[config.mk]
export PLATFORM = sky130hd
export DESIGN_NAME = amber48_run_ctrl
export DESIGN_NICKNAME = d
export VERILOG_FILES = /design/src/rtl/amber48_run_ctrl.sv
export SDC_FILE = /design/constraint.sdc
export NUM_CORES = 1
export LEC_CHECK = 0
export ABC_CLOCK_PERIOD_IN_PS = 5290
export CORE_MARGIN = 2
export CORE_UTILIZATION = 45
export CTS_BUF_LIST = sky130_fd_sc_hd__clkbuf_2
export CTS_CLUSTER_SIZE = 30
export DETAILED_ROUTE_END_ITERATION = 12
export PLACE_DENSITY_LB_ADDON = 0.05
export SLEW_MARGIN = 5
export SYNTH_ARGS = -nofsm -noshare
export SYNTH_HDL_FRONTEND = slang
export SYNTH_SLANG_ARGS = --single-unit
[constraint.sdc]
create_clock -name clk_i -period 5.29 [get_ports clk_i]
set_input_delay 0.529 -clock clk_i [delete_from_list [all_inputs] [get_ports clk_i]]
set_output_delay 0.529 -clock clk_i [all_outputs]
set_load 0.005 [all_outputs]
[src/rtl/amber48_run_ctrl.sv]
// Run controller for amber48: sequences core reset, gates clk_en, counts cycles/retires, halts on trap/stop/timeout.
// Optional stall watchdog enabled by defining AMBER48_RUN_CTRL_STALL_WDT_EN.
module amber48_run_ctrl #(
  parameter int RST_CYCLES   = 4,
  parameter int TMO_W        = 16,
  parameter int CNT_W        = 32,
  parameter int STALL_CYCLES = 256
) (
  input  logic             clk_i,
  input  logic             rst_i,
  input  logic             start_i,
  input  logic             stop_i,
  input  logic [TMO_W-1:0] timeout_i,
  input  logic             trap_i,
  input  logic [2:0]       trap_cause_i,
  input  logic             retired_i,
  output logic             core_rst_no,
  output logic             core_clk_en_o,
  output logic [1:0]       state_o,
  output logic             done_o,
  output logic [2:0]       status_o,
  output logic [2:0]       cause_o,
  output logic [CNT_W-1:0] cycle_cnt_o,
  output logic [CNT_W-1:0] retire_cnt_o
);

  typedef enum logic [1:0] {
    S_IDLE  = 2'd0,
    S_RESET = 2'd1,
    S_RUN   = 2'd2,
    S_HALT  = 2'd3
  } state_e;

  localparam int RC_W = (RST_CYCLES > 1) ? $clog2(RST_CYCLES) : 1;
  localparam logic [CNT_W-1:0] CNT_MAX = {CNT_W{1'b1}};

  state_e            state_q, state_d;
  logic [RC_W-1:0]   rcnt_q, rcnt_d;
  logic [CNT_W-1:0]  cyc_q, cyc_d;
  logic [CNT_W-1:0]  ret_q, ret_d;
  logic [2:0]        status_q, status_d;
  logic [2:0]        cause_q, cause_d;
  logic [CNT_W-1:0]  tmo_ext;
  logic              tmo_hit;
  logic              stall_hit;
  logic              start_ok;

  // Timeout is compared against the low CNT_W bits only.
  generate
    if (TMO_W > CNT_W) begin : g_tmo_trunc
      logic unused_tmo_hi;
      assign unused_tmo_hi = ^timeout_i[TMO_W-1:CNT_W];
      assign tmo_ext = timeout_i[CNT_W-1:0];
    end else if (TMO_W == CNT_W) begin : g_tmo_same
      assign tmo_ext = timeout_i;
    end else begin : g_tmo_ext
      assign tmo_ext = {{(CNT_W-TMO_W){1'b0}}, timeout_i};
    end
  endgenerate

  // Widened compare: a zero limit never matches, and a saturated counter cannot alias.
  assign tmo_hit  = (({1'b0, cyc_q} + (CNT_W+1)'(1)) == {1'b0, tmo_ext});
  assign start_ok = start_i && (state_q == S_IDLE || state_q == S_HALT);

`ifdef AMBER48_RUN_CTRL_STALL_WDT_EN
  localparam int ST_W = $clog2(STALL_CYCLES + 1);
  logic [ST_W-1:0] stall_q, stall_d;

  always_comb begin
    stall_d   = stall_q;
    stall_hit = 1'b0;
    if (start_ok) begin
      stall_d = '0;
    end else if (state_q == S_RUN) begin
      if (retired_i) begin
        stall_d = '0;
      end else begin
        stall_d   = stall_q + 1'b1;
        stall_hit = (stall_d == ST_W'(STALL_CYCLES));
      end
    end
  end

  always_ff @(posedge clk_i or posedge rst_i) begin
    if (rst_i) stall_q <= '0;
    else       stall_q <= stall_d;
  end
`else
  localparam int unused_stall_cycles = STALL_CYCLES;
  assign stall_hit = 1'b0;
`endif

  always_comb begin
    state_d  = state_q;
    rcnt_d   = rcnt_q;
    cyc_d    = cyc_q;
    ret_d    = ret_q;
    status_d = status_q;
    cause_d  = cause_q;
    case (state_q)
      S_IDLE, S_HALT: begin
        if (start_ok) begin
          state_d  = S_RESET;
          rcnt_d   = '0;
          cyc_d    = '0;
          ret_d    = '0;
          status_d = 3'd0;
          cause_d  = 3'd0;
        end
      end
      S_RESET: begin
        if (stop_i) begin
          state_d  = S_HALT;
          status_d = 3'd3;
        end else if (rcnt_q == RC_W'(RST_CYCLES - 1)) begin
          state_d = S_RUN;
        end else begin
          rcnt_d = rcnt_q + 1'b1;
        end
      end
      S_RUN: begin
        if (cyc_q != CNT_MAX) cyc_d = cyc_q + 1'b1;
        if (retired_i && ret_q != CNT_MAX) ret_d = ret_q + 1'b1;
        if (trap_i) begin
          state_d  = S_HALT;
          status_d = 3'd1;
          cause_d  = trap_cause_i;
        end else if (stop_i) begin
          state_d  = S_HALT;
          status_d = 3'd3;
        end else if (tmo_hit) begin
          state_d  = S_HALT;
          status_d = 3'd2;
        end else if (stall_hit) begin
          state_d  = S_HALT;
          status_d = 3'd4;
        end
      end
      default: state_d = S_IDLE;
    endcase
  end

  always_ff @(posedge clk_i or posedge rst_i) begin
    if (rst_i) begin
      state_q  <= S_IDLE;
      rcnt_q   <= '0;
      cyc_q    <= '0;
      ret_q    <= '0;
      status_q <= 3'd0;
      cause_q  <= 3'd0;
    end else begin
      state_q  <= state_d;
      rcnt_q   <= rcnt_d;
      cyc_q    <= cyc_d;
      ret_q    <= ret_d;
      status_q <= status_d;
      cause_q  <= cause_d;
    end
  end

  assign state_o       = state_q;
  assign core_rst_no   = (state_q == S_RUN) || (state_q == S_HALT);
  assign core_clk_en_o = (state_q == S_RESET) || (state_q == S_RUN);
  assign done_o        = (state_q == S_HALT);
  assign status_o      = status_q;
  assign cause_o       = cause_q;
  assign cycle_cnt_o   = cyc_q;
  assign retire_cnt_o  = ret_q;

endmodule

==> summary.md <==
| Metric | Value |
|---|---|
| Largest net degree at the start of global routing | `40` |
| Final hold violations | `0` |
| Die height | `109 um` |
| Design area | `about 6000 um^2` |
| Dpl cell area | `5930 um^2` |
| Share of cells above drive strength 1 | `just over 5%` |
| Ys async rst share | `100%` |
| Setup TNS | `0 ns` |
| Via density | `5.86` |
| Antenna Cells | `0` |
| Fin. max-slew vios | `0` |
| DIE AREA | `between 10000 and 15000 um^2` |
| Worst min-delay path class | `input pin to async pin` |
| Hold_buf cts | `0` |
| Worst EP required | `about 5.7 ns` |
| Final Cycle Share | `68.7%` |
| Pre-antenna DRT Iters | `5` |
| Core Box Area | `10700 um^2` |
| Root Driver | `clkbuf_2` |
| Setup Buffers After CTS | `0` |
| Post-DRT Antenna Nets | `0` |
| Unrepaired setup endpoints after global routing | `false` |
| DRC viols | `0` |
| # H-tree levels | `3` |
| TritonCTS Sinks | `73` |
| Worst IR drop on VDD | `248 uV` |
| Pwr dens | `277 nW/um^2` |
| Worst setup margin | `between 1.5 and 2 ns` |
| Slew HR | `~16%` |
| Aggregate routed wire length | `13.7 mm` |
| Reg2Reg Depth | `9` |
| FP Rows | `38` |
| Synth cell count leaders | `73 x dfrtp_1, 58 x nand2_1, 55 x nor2_1` |
| Final Hold Slack | `0.421 ns` |
| Max Cap Violations | `0` |
| CP Capture Type | `register` |
| Total Power | `between 1.5 and 2 mW` |
| Arrival @ worst endpoint | `4.09 ns` |
| First-pass GRT wire length | `between 20 and 25 mm` |
| Register bit total from synthesis | `73` |
| Reg2Reg Setup Slack | `around 1.7 ns` |
| Clk pin slew, worst setup/hold paths | `~0.22 ns` |
| Most frequent cell after synthesis | `dfrtp_1` |
| Status | `complete, no violations` |
| Net count after synthesis | `just over 600` |
| CTS tree | `built` |
| CTS Buf Count | `9` |
| Critical path class | `register to register` |
| Initial antenna violation count | `0` |
| Clock buffer depth | `2` |
| Routability cong. | `0.938` |
| Yosys top cell area share | `a little under two fifths` |
| Max Fclk | `0.275 GHz` |
| Top cells by area, synth | `dfrtp_1 37%, xor2_1 5.7%, nand2_1 4.4%` |
| Vias in the first global route | `about 4.2k` |
| Reg-to-Reg Start | `cycle_cnt_o[0]` |
| Post-synth EDFFs | `0` |
| Remaining global-route overflow | `0` |
| Io pins | `100` |
| Die width | `109 um` |
| Fin nets | `688` |
| Syn Inst Count | `586` |
| Synth warn | `0` |
| Avg Cell Area, Syn | `8.41 um^2` |
| Place WS | `1.69 ns` |
| Max Clock Skew | `between 0.02 and 0.03 ns` |
| Synth Cell Area | `4930 um^2` |
| Final setup fails | `0` |
| GRT Util Overall | `23.8%` |
| Worst-Margin Slew | `~1.2 ns` |
| PortBufs | `98` |
| DR WL/cell | `17.0 um` |
| # fillers | `1062` |
| Iter 0 DRT Violations | `294` |
| Leak | `2.42 nW` |
| Routed via count | `approximately 4.7k` |
| Area delta synth->final | `22.0%` |
| Primary FF master, synth | `dfrtp_1` |
| Crit path time final | `3.63 ns` |
| Critical R2R Capture | `status_o[1]` |
| Synth unique cells | `68` |
| Sequential element share of the synthesized area | `between 30% and 40%` |
| Resized cells post-CTS | `0` |
| Worst Path Max Fanout | `11` |
| DP HPWL | `around 9.9 mm` |
| Worst skew pair latency | `0.53 ns` |
| Startpoint types | `register` |
| Area leader, netlist | `dfrtp_1` |
| Initial core utilization | `45.8%` |
-- critical path, stage by stage, from the launching register on --
cell,delay [ns]
dfrtp_1,0.54
ha_1,0.36
nand3_4,0.16
or3_1,0.60
or3_4,0.48
or2_0,0.23
a2111oi_2,0.35
nand4_1,0.30
and2_1,0.28
o32ai_1,0.26
-- how the worst max path moves through the flow --
stage	start	end	slack [ns]	depth (start not counted)
after floorplan	cycle_cnt_o[1]	state_o[1]	2.47	9
after global placement	start_i	retire_cnt_o[29]	1.77	9
after detailed placement	cycle_cnt_o[0]	status_o[1]	1.69	9
after CTS	cycle_cnt_o[0]	status_o[1]	1.68	9
after global routing	cycle_cnt_o[0]	status_o[1]	1.44	9
final	cycle_cnt_o[0]	status_o[1]	1.66	9
-- power by group --
part / internal, mW / switching [mW] / total (mW)
registers: 0.599 / 0.0517 / 0.651
clock network: 0.0558 / 0.206 / 0.262
logic: 0.261 / 0.488 / 0.749
total: 0.916 / 0.746 / 1.66
-- cell usage in the layout, fill, tap and decap left out, types with 4 or more instances in the layout --
master	Yosys	layout
a22o_1	11	11
nor3_1	15	15
a21oi_1	18	18
inv_1	12	11
or4_1	6	6
nand2_1	58	58
nand3_1	27	27
or2_2	4	4
and4_1	8	8
clkdlybuf4s50_1	0	98
dfrtp_1	73	73
o21ai_1	3	4
nand4_1	23	23
nor2_1	55	54
a31oi_1	6	6
clkbuf_2	1	9
or3_1	10	10
nand2b_1	4	4
o31a_1	4	4
xnor2_1	18	18
nor4_1	8	8
xor2_1	32	32
nor2b_1	8	8
o31ai_1	13	13
a21o_1	6	6
o21ai_0	40	39
buf_4	4	6
ha_1	6	6
and2_1	6	6
and3_1	15	15
-- cell families (layout without fill, tap and decap cells) --
logic type,after synthesis,count (layout),share of synthesized area (%)
simple gates,261,261,28.2
xor+xnor,50,50,8.89
fa+ha+maj,6,6,1.52
compound gates,136,136,18.6
mux,3,3,0.635
other cells,1,1,0.0761
buf+inv,56,131,5.00
flops,73,73,37.1
-- metrics by stage --
stage / util (%) / cells
2_1_floorplan: - / 586
4_1_cts: 55.9 / 801
3_5_place_dp: 55.2 / 786
5_1_grt: 55.9 / 801
3_3_place_gp: 55.2 / 786
6_report: 55.9 / 801
-- registers in the layout (all words and copies together) (netlist names) --
signal and count:
cause_o 3, cycle_cnt_o 32, retire_cnt_o 32, rcnt_q 2
status_o 2, state_o 2
-- final cells by class --
class	count	area (um^2)	area share, %
clock buffers	9	45.0	0.750
clock inverters	6	36.3	0.604
inverters	12	45.0	0.750
multi-input cells	457	2860	47.5
flip-flops and latches	73	1830	30.4
well taps	140	175	2.91
repair buffers	104	1030	17.1
-- layer usage --
| metal | global-route usage [%] | vias to the layer above | wire (um) | share of wire [%] |
|---|---|---|---|---|
| li1 | - | 2272 | - | - |
| met1 | 34.9 | 2243 | 6500 | 48 |
| met2 | 36.0 | 164 | 6170 | 45 |
| met3 | 4.48 | 13 | 848 | 6.2 |
| met4 | 6.59 | 0 | 129 | 0.94 |
| met5 | 0 | - | 0 | 0 |
No activity file was read; power rests on OpenSTA's default activity.
